[config.mk]
export PLATFORM = sky130hd
export DESIGN_NAME = lsu
export DESIGN_NICKNAME = d
export VERILOG_FILES = /design/src/rtl/lsu_pkg.sv /design/src/rtl/lsu_align.sv /design/src/rtl/lsu.sv
export SDC_FILE = /design/constraint.sdc
export NUM_CORES = 1
export LEC_CHECK = 0
export CAP_MARGIN = 10
export CORE_ASPECT_RATIO = 1.1
export CORE_MARGIN = 2
export CORE_UTILIZATION = 38
export DETAILED_ROUTE_END_ITERATION = 10
export GPL_ROUTABILITY_DRIVEN = 0
export PLACE_DENSITY_LB_ADDON = 0.05
export RECOVER_POWER = 100
export SLEW_MARGIN = 15
export SYNTH_ARGS = -nofsm -noshare
export SYNTH_HDL_FRONTEND = slang
export SYNTH_SLANG_ARGS = --single-unit
[constraint.sdc]
create_clock -name clk -period 5.7 [get_ports clk]
set_clock_uncertainty 0.1 [all_clocks]
set_input_delay 0.855 -clock clk [delete_from_list [all_inputs] [get_ports clk]]
set_output_delay 0.855 -clock clk [all_outputs]
set_load 0.02 [all_outputs]
[src/rtl/lsu_pkg.sv]
`default_nettype none
// ============================================================================
// Module      : lsu_pkg
// Description : Shared width codes, FSM state type and defaults for the
//               load/store unit.
// Revision    : 1.0 - initial release
// ============================================================================
package lsu_pkg;

    // RISC-V load/store width codes (funct3)
    localparam logic [2:0] F3_B  = 3'b000;
    localparam logic [2:0] F3_H  = 3'b001;
    localparam logic [2:0] F3_W  = 3'b010;
    localparam logic [2:0] F3_BU = 3'b100;
    localparam logic [2:0] F3_HU = 3'b101;

    localparam int DMEM_BYTES_DEFAULT = 2048;

    typedef enum logic [0:0] {
        IDLE   = 1'b0,
        RMW_WR = 1'b1
    } lsu_state_t;

endpackage : lsu_pkg
`default_nettype wire

[src/rtl/lsu_align.sv]
`default_nettype none
// ============================================================================
// Module      : lsu_align
// Description : Combinational lane logic: load extraction with sign/zero
//               extension and sub-word merge for read-modify-write stores.
// Revision    : 1.0 - initial release
// ============================================================================
module lsu_align
    import lsu_pkg::*;
(
    input  logic [2:0]  i_funct3,
    input  logic [1:0]  i_offset,
    input  logic [31:0] i_word,
    input  logic [31:0] i_wdata,
    output logic [31:0] o_load_data,
    output logic [31:0] o_merge_word
);

    logic [7:0]  w_byte;
    logic [15:0] w_half;

    // Select the addressed byte and halfword lanes (little-endian)
    always_comb begin
        w_byte = i_word[7:0];
        case (i_offset)
            2'd0:    w_byte = i_word[7:0];
            2'd1:    w_byte = i_word[15:8];
            2'd2:    w_byte = i_word[23:16];
            default: w_byte = i_word[31:24];
        endcase
        w_half = i_offset[1] ? i_word[31:16] : i_word[15:0];
    end

    // Extend the selected lane into a full load result
    always_comb begin
        o_load_data = i_word;
        case (i_funct3)
            F3_B:    o_load_data = {{24{w_byte[7]}}, w_byte};
            F3_BU:   o_load_data = {24'h0, w_byte};
            F3_H:    o_load_data = {{16{w_half[15]}}, w_half};
            F3_HU:   o_load_data = {16'h0, w_half};
            default: o_load_data = i_word;
        endcase
    end

    // Build the word to write back: old word with the store lane replaced
    always_comb begin
        o_merge_word = i_word;
        if (i_funct3[1:0] == 2'b00) begin
            case (i_offset)
                2'd0:    o_merge_word[7:0]   = i_wdata[7:0];
                2'd1:    o_merge_word[15:8]  = i_wdata[7:0];
                2'd2:    o_merge_word[23:16] = i_wdata[7:0];
                default: o_merge_word[31:24] = i_wdata[7:0];
            endcase
        end else begin
            if (i_offset[1]) begin
                o_merge_word[31:16] = i_wdata[15:0];
            end else begin
                o_merge_word[15:0]  = i_wdata[15:0];
            end
        end
    end

endmodule : lsu_align
`default_nettype wire

[src/rtl/lsu.sv]
`default_nettype none
// ============================================================================
// Module      : lsu
// Description : Memory-stage load/store unit. Formats loads, performs SB/SH
//               as a two-cycle read-modify-write, flags access errors.
// Revision    : 1.0 - initial release
// ============================================================================
module lsu
    import lsu_pkg::*;
#(
    parameter int          DMEM_BYTES     = DMEM_BYTES_DEFAULT,
    parameter logic [31:0] RESET_VEC_DATA = 32'h0
) (
    input  logic        clk,
    input  logic        rst_n,
    input  logic        req_valid,
    input  logic        req_we,
    input  logic [2:0]  funct3,
    input  logic [31:0] addr,
    input  logic [31:0] wdata,
    output logic [31:0] rdata,
    output logic        stall,
    output logic        misaligned,
    output logic        fault,
    output logic [31:0] mem_addr,
    output logic [31:0] mem_wdata,
    output logic        mem_we,
    output logic        mem_re,
    input  logic [31:0] mem_rdata
);

    localparam logic [31:0] c_dmem_limit = 32'(DMEM_BYTES);

    lsu_state_t  r_state;
    lsu_state_t  w_next;
    logic [31:0] r_merge;
    logic [31:0] r_addr;

    logic [31:0] w_aligned;
    logic [31:0] w_load_data;
    logic [31:0] w_merge_word;
    logic        w_is_h;
    logic        w_is_w;
    logic        w_misaligned;
    logic        w_fault;
    logic        w_start_rmw;

    assign w_aligned = {addr[31:2], 2'b00};
    assign w_is_h    = (funct3 == F3_H) || (funct3 == F3_HU);
    assign w_is_w    = (funct3 == F3_W);

    assign w_misaligned = (w_is_h && addr[0]) || (w_is_w && (addr[1:0] != 2'b00));
    assign w_fault      = (funct3 == 3'b011) || (funct3 == 3'b110) || (funct3 == 3'b111)
                        || (req_we && funct3[2]) || (addr >= c_dmem_limit);

    lsu_align u_align (
        .i_funct3     (funct3),
        .i_offset     (addr[1:0]),
        .i_word       (mem_rdata),
        .i_wdata      (wdata),
        .o_load_data  (w_load_data),
        .o_merge_word (w_merge_word)
    );

    // State register
    always_ff @(posedge clk or negedge rst_n) begin
        if (!rst_n) begin
            r_state <= IDLE;
        end else begin
            r_state <= w_next;
        end
    end

    // Capture the merged word and target address when an RMW starts
    always_ff @(posedge clk or negedge rst_n) begin
        if (!rst_n) begin
            r_merge <= RESET_VEC_DATA;
            r_addr  <= RESET_VEC_DATA;
        end else if (w_start_rmw) begin
            r_merge <= w_merge_word;
            r_addr  <= w_aligned;
        end
    end

    // Next-state and outputs; everything is held at zero while in reset
    always_comb begin
        w_next      = r_state;
        w_start_rmw = 1'b0;
        rdata       = 32'h0;
        stall       = 1'b0;
        misaligned  = 1'b0;
        fault       = 1'b0;
        mem_addr    = 32'h0;
        mem_wdata   = 32'h0;
        mem_we      = 1'b0;
        mem_re      = 1'b0;
        if (rst_n) begin
            case (r_state)
                IDLE: begin
                    if (req_valid) begin
                        if (w_misaligned) begin
                            misaligned = 1'b1;
                        end else if (w_fault) begin
                            fault = 1'b1;
                        end else if (!req_we) begin
                            mem_re   = 1'b1;
                            mem_addr = w_aligned;
                            rdata    = w_load_data;
                        end else if (w_is_w) begin
                            mem_we    = 1'b1;
                            mem_addr  = w_aligned;
                            mem_wdata = wdata;
                        end else begin
                            // Sub-word store: read now, write merged word next cycle
                            mem_re      = 1'b1;
                            mem_addr    = w_aligned;
                            stall       = 1'b1;
                            w_start_rmw = 1'b1;
                            w_next      = RMW_WR;
                        end
                    end
                end
                RMW_WR: begin
                    mem_we    = 1'b1;
                    mem_addr  = r_addr;
                    mem_wdata = r_merge;
                    w_next    = IDLE;
                end
                default: w_next = IDLE;
            endcase
        end
    end

endmodule : lsu
`default_nettype wire

==> impl_metrics.tcl <==
set metrics [dict create \
    syn_inst 442 \
    yosysMostFrequentCell "dfrtp_1" \
    rsz0062_at_grt "no" \
    grt_pass1_wl_microns 24500 \
    postLayoutCellArea_sq_um 6580 \
    tightest_slew_ns 1.34 \
    vias 4457 \
    area_growth_pct 55.1 \
    routed_wl_microns 15900 \
    slew_headroom_pct 10.6 \
    stdcell_count 771 \
    synth-async-reset-ratio_pct 100 \
    pre_cts_ws_ns 0.780 \
    drt-vias-per-instance 5.78 \
    synth_common_cells "dfrtp_1, a22o_1, mux2_2" \
    cp_slowest_stage_delay_ns 0.91 \
    drt_iter0_drc 284 \
    worst-path-stages 7 \
    finalPower_mw 1.14 \
    syn_avg_cell_area_sq_um 9.60 \
    tritoncts "done" \
    clkSinkCount 63 \
    layout-drive-gt1-share_pct 9.46 \
    die-area_sq_um 12000 \
    clkTransAtPathRegs_ns 0.05 \
    max_freq_mhz 193 \
    h-tree-depth 3 \
    critPathLaunchType "input pin" \
    drt_first_pass_iters 7 \
    synth_edf_count 0 \
    ys_warn_count 0 \
    root_buffer "clkbuf_16" \
    hp-class "in -> async" \
    ys.flop_type "dfrtp_1" \
    ys_ff_latch 63 \
    gr-total-overflow 0 \
    power_density_nw_per_um2 173 \
    crit_fanout 23 \
    dpl-instance-area_sq_um 6340 \
    hold_violations 0 \
    die_w_microns 105 \
    grt_pass1_vias 4404 \
    cp_slowest_cell "nor4_2" \
    synth_top_area_cell "dfrtp_1" \
    p_seq_share_pct 39.3 \
    syn-cell-area_sq_um 4250 \
    criticalPathCategory "in -> out" \
    rows 40 \
    worst-path-buf-inv 3 \
    clock_path_buffers 2 \
    ys_types 43 \
    finalMaxSlewViolations 0 \
    numPortBuffers 201 \
    comb_power_share_pct 17.6 \
    grt_usage_pct 26.2 \
    layout_min_cycle_time_ns 5.19 \
    ir_drop_uv 163 \
    setup_viol 0 \
    crit_family "simple AND/OR/NAND/NOR gates" \
    finish.utilization_pct 60.3 \
    synth_top_area_share_pct 37.1 \
    cts_buffers 9 \
    cts_setup_buffers 0 \
    cp-end-kind "output port" \
    grt_max_degree 57 \
    fp.dieH_microns 115 \
    maxCapViolations 0 \
    coreArea_sq_um 10900 \
    switching_share_pct 24.5 \
    whs_ns 0.345 \
    route.detailed.drc 0 \
    ant_nets 0 \
    start_util_pct 38.9 \
    fin_ws_ns 0.515 \
    crit_arrival_ns 4.23 \
    nets 724 \
    pwr-share-clk_pct 43.1 \
    post-dp-hpwl_microns 11800 \
    crit_required_ns 4.74 \
    reg2reg_depth 5 \
    hold_buffers 0 \
    wire_per_inst_microns 20.6 \
    io_pins 204 \
    p_int_mw 0.862 \
    seq_area_frac_synth_pct 37.1 \
    p_leak_nw 3.01 \
    period_share_pct 91.0 \
    cts_resized 0 \
    clock_latency_ns 0.32 \
    ys_top_cells_by_area "dfrtp_1, a22o_1, mux2_2" \
    path_cells "dlygate4sd3_1 > nor3b_1 > nand4_1 > nor4_2 > buf_12 > a22o_1 > clkdlybuf4s50_1" \
    outcome "completed" \
    antenna_found_initial 0 \
    tns_ns 0 \
    p_switching_mw 0.279 \
    diodes 0 \
    dp.cells 757 \
]
flip-flops by register name, indices dropped and copies added, names as in the netlist:
| register | flops |
|---|---|
| r_merge | 32 |
| r_addr | 30 |
| r_state | 1 |
kinds of logic (layout without fill, tap and decap cells):
logic type / count (synthesis) / in the layout / synth area share (%)
AOI/OAI and AO/OA: 132 / 132 / 24.3
other: 1 / 2 / 0.0883
buffers and inverters: 67 / 248 / 6.87
muxes: 57 / 57 / 15.2
DFF: 63 / 63 / 37.1
and+or+nand+nor: 122 / 122 / 16.4
power by group through the flow:
stage / clock, mW / sequential, mW / combinational [mW]
detailed placement: 0 / 0.455 / 0.199
finish: 0.492 / 0.448 / 0.201
global route: 0.523 / 0.447 / 0.216
global placement: 0 / 0.455 / 0.198
CTS: 0.505 / 0.448 / 0.200
floorplan: 0 / 0.456 / 0.0808
metal layers:
| metal | track usage, % | wire length, microns | vias to the layer above |
|---|---|---|---|
| met5 | 0 | 0 | - |
| met4 | 10.2 | 391 | 0 |
| met3 | 7.20 | 1370 | 23 |
| met2 | 41.0 | 7220 | 237 |
| met1 | 34.6 | 6890 | 2144 |
| li1 | - | - | 2053 |
cell usage in the layout, fill, tap and decap left out, types with 3 or more instances in the layout:
| cell type | n |
|---|---|
| buf_4 | 11 |
| nand2_1 | 5 |
| and3_1 | 23 |
| a22o_1 | 39 |
| a2111oi_0 | 8 |
| nand3_1 | 3 |
| a32o_1 | 9 |
| inv_1 | 20 |
| nor4_1 | 20 |
| nor2_1 | 26 |
| nor2b_1 | 23 |
| a221oi_1 | 8 |
| mux2i_1 | 15 |
| mux2_2 | 30 |
| dlygate4sd3_1 | 77 |
| o31ai_1 | 8 |
| clkbuf_16 | 9 |
| o22ai_1 | 16 |
| nor3_1 | 12 |
| o41ai_1 | 8 |
| o21ai_0 | 19 |
| mux2_1 | 10 |
| clkdlybuf4s50_1 | 123 |
| a21oi_1 | 3 |
| o22a_1 | 9 |
| dfrtp_1 | 63 |
final timing paths:
path | startpoint | to | slack, ns
max | funct3[0] | mem_wdata[9] | 0.51
min | rst_n | r_addr[23] | 0.35
max reg2reg | r_state | r_merge[22] | 1.82
min reg2reg | r_addr[8] | r_addr[8] | 0.39
max in group asynchronous | rst_n | r_addr[2] | 4.19
min in group clk | r_addr[8] | r_addr[8] | 0.39
layout make-up:
class,instances,area (sq um)
clock inverters,1,5.00
well taps,147,184
fillers,1010,4330
clock buffers,13,260
multi-input cells,313,2370
flip-flops and latches,63,1580
inverters,21,78.8
repair buffers,213,2110
Power figures use the tool's default switching activity.
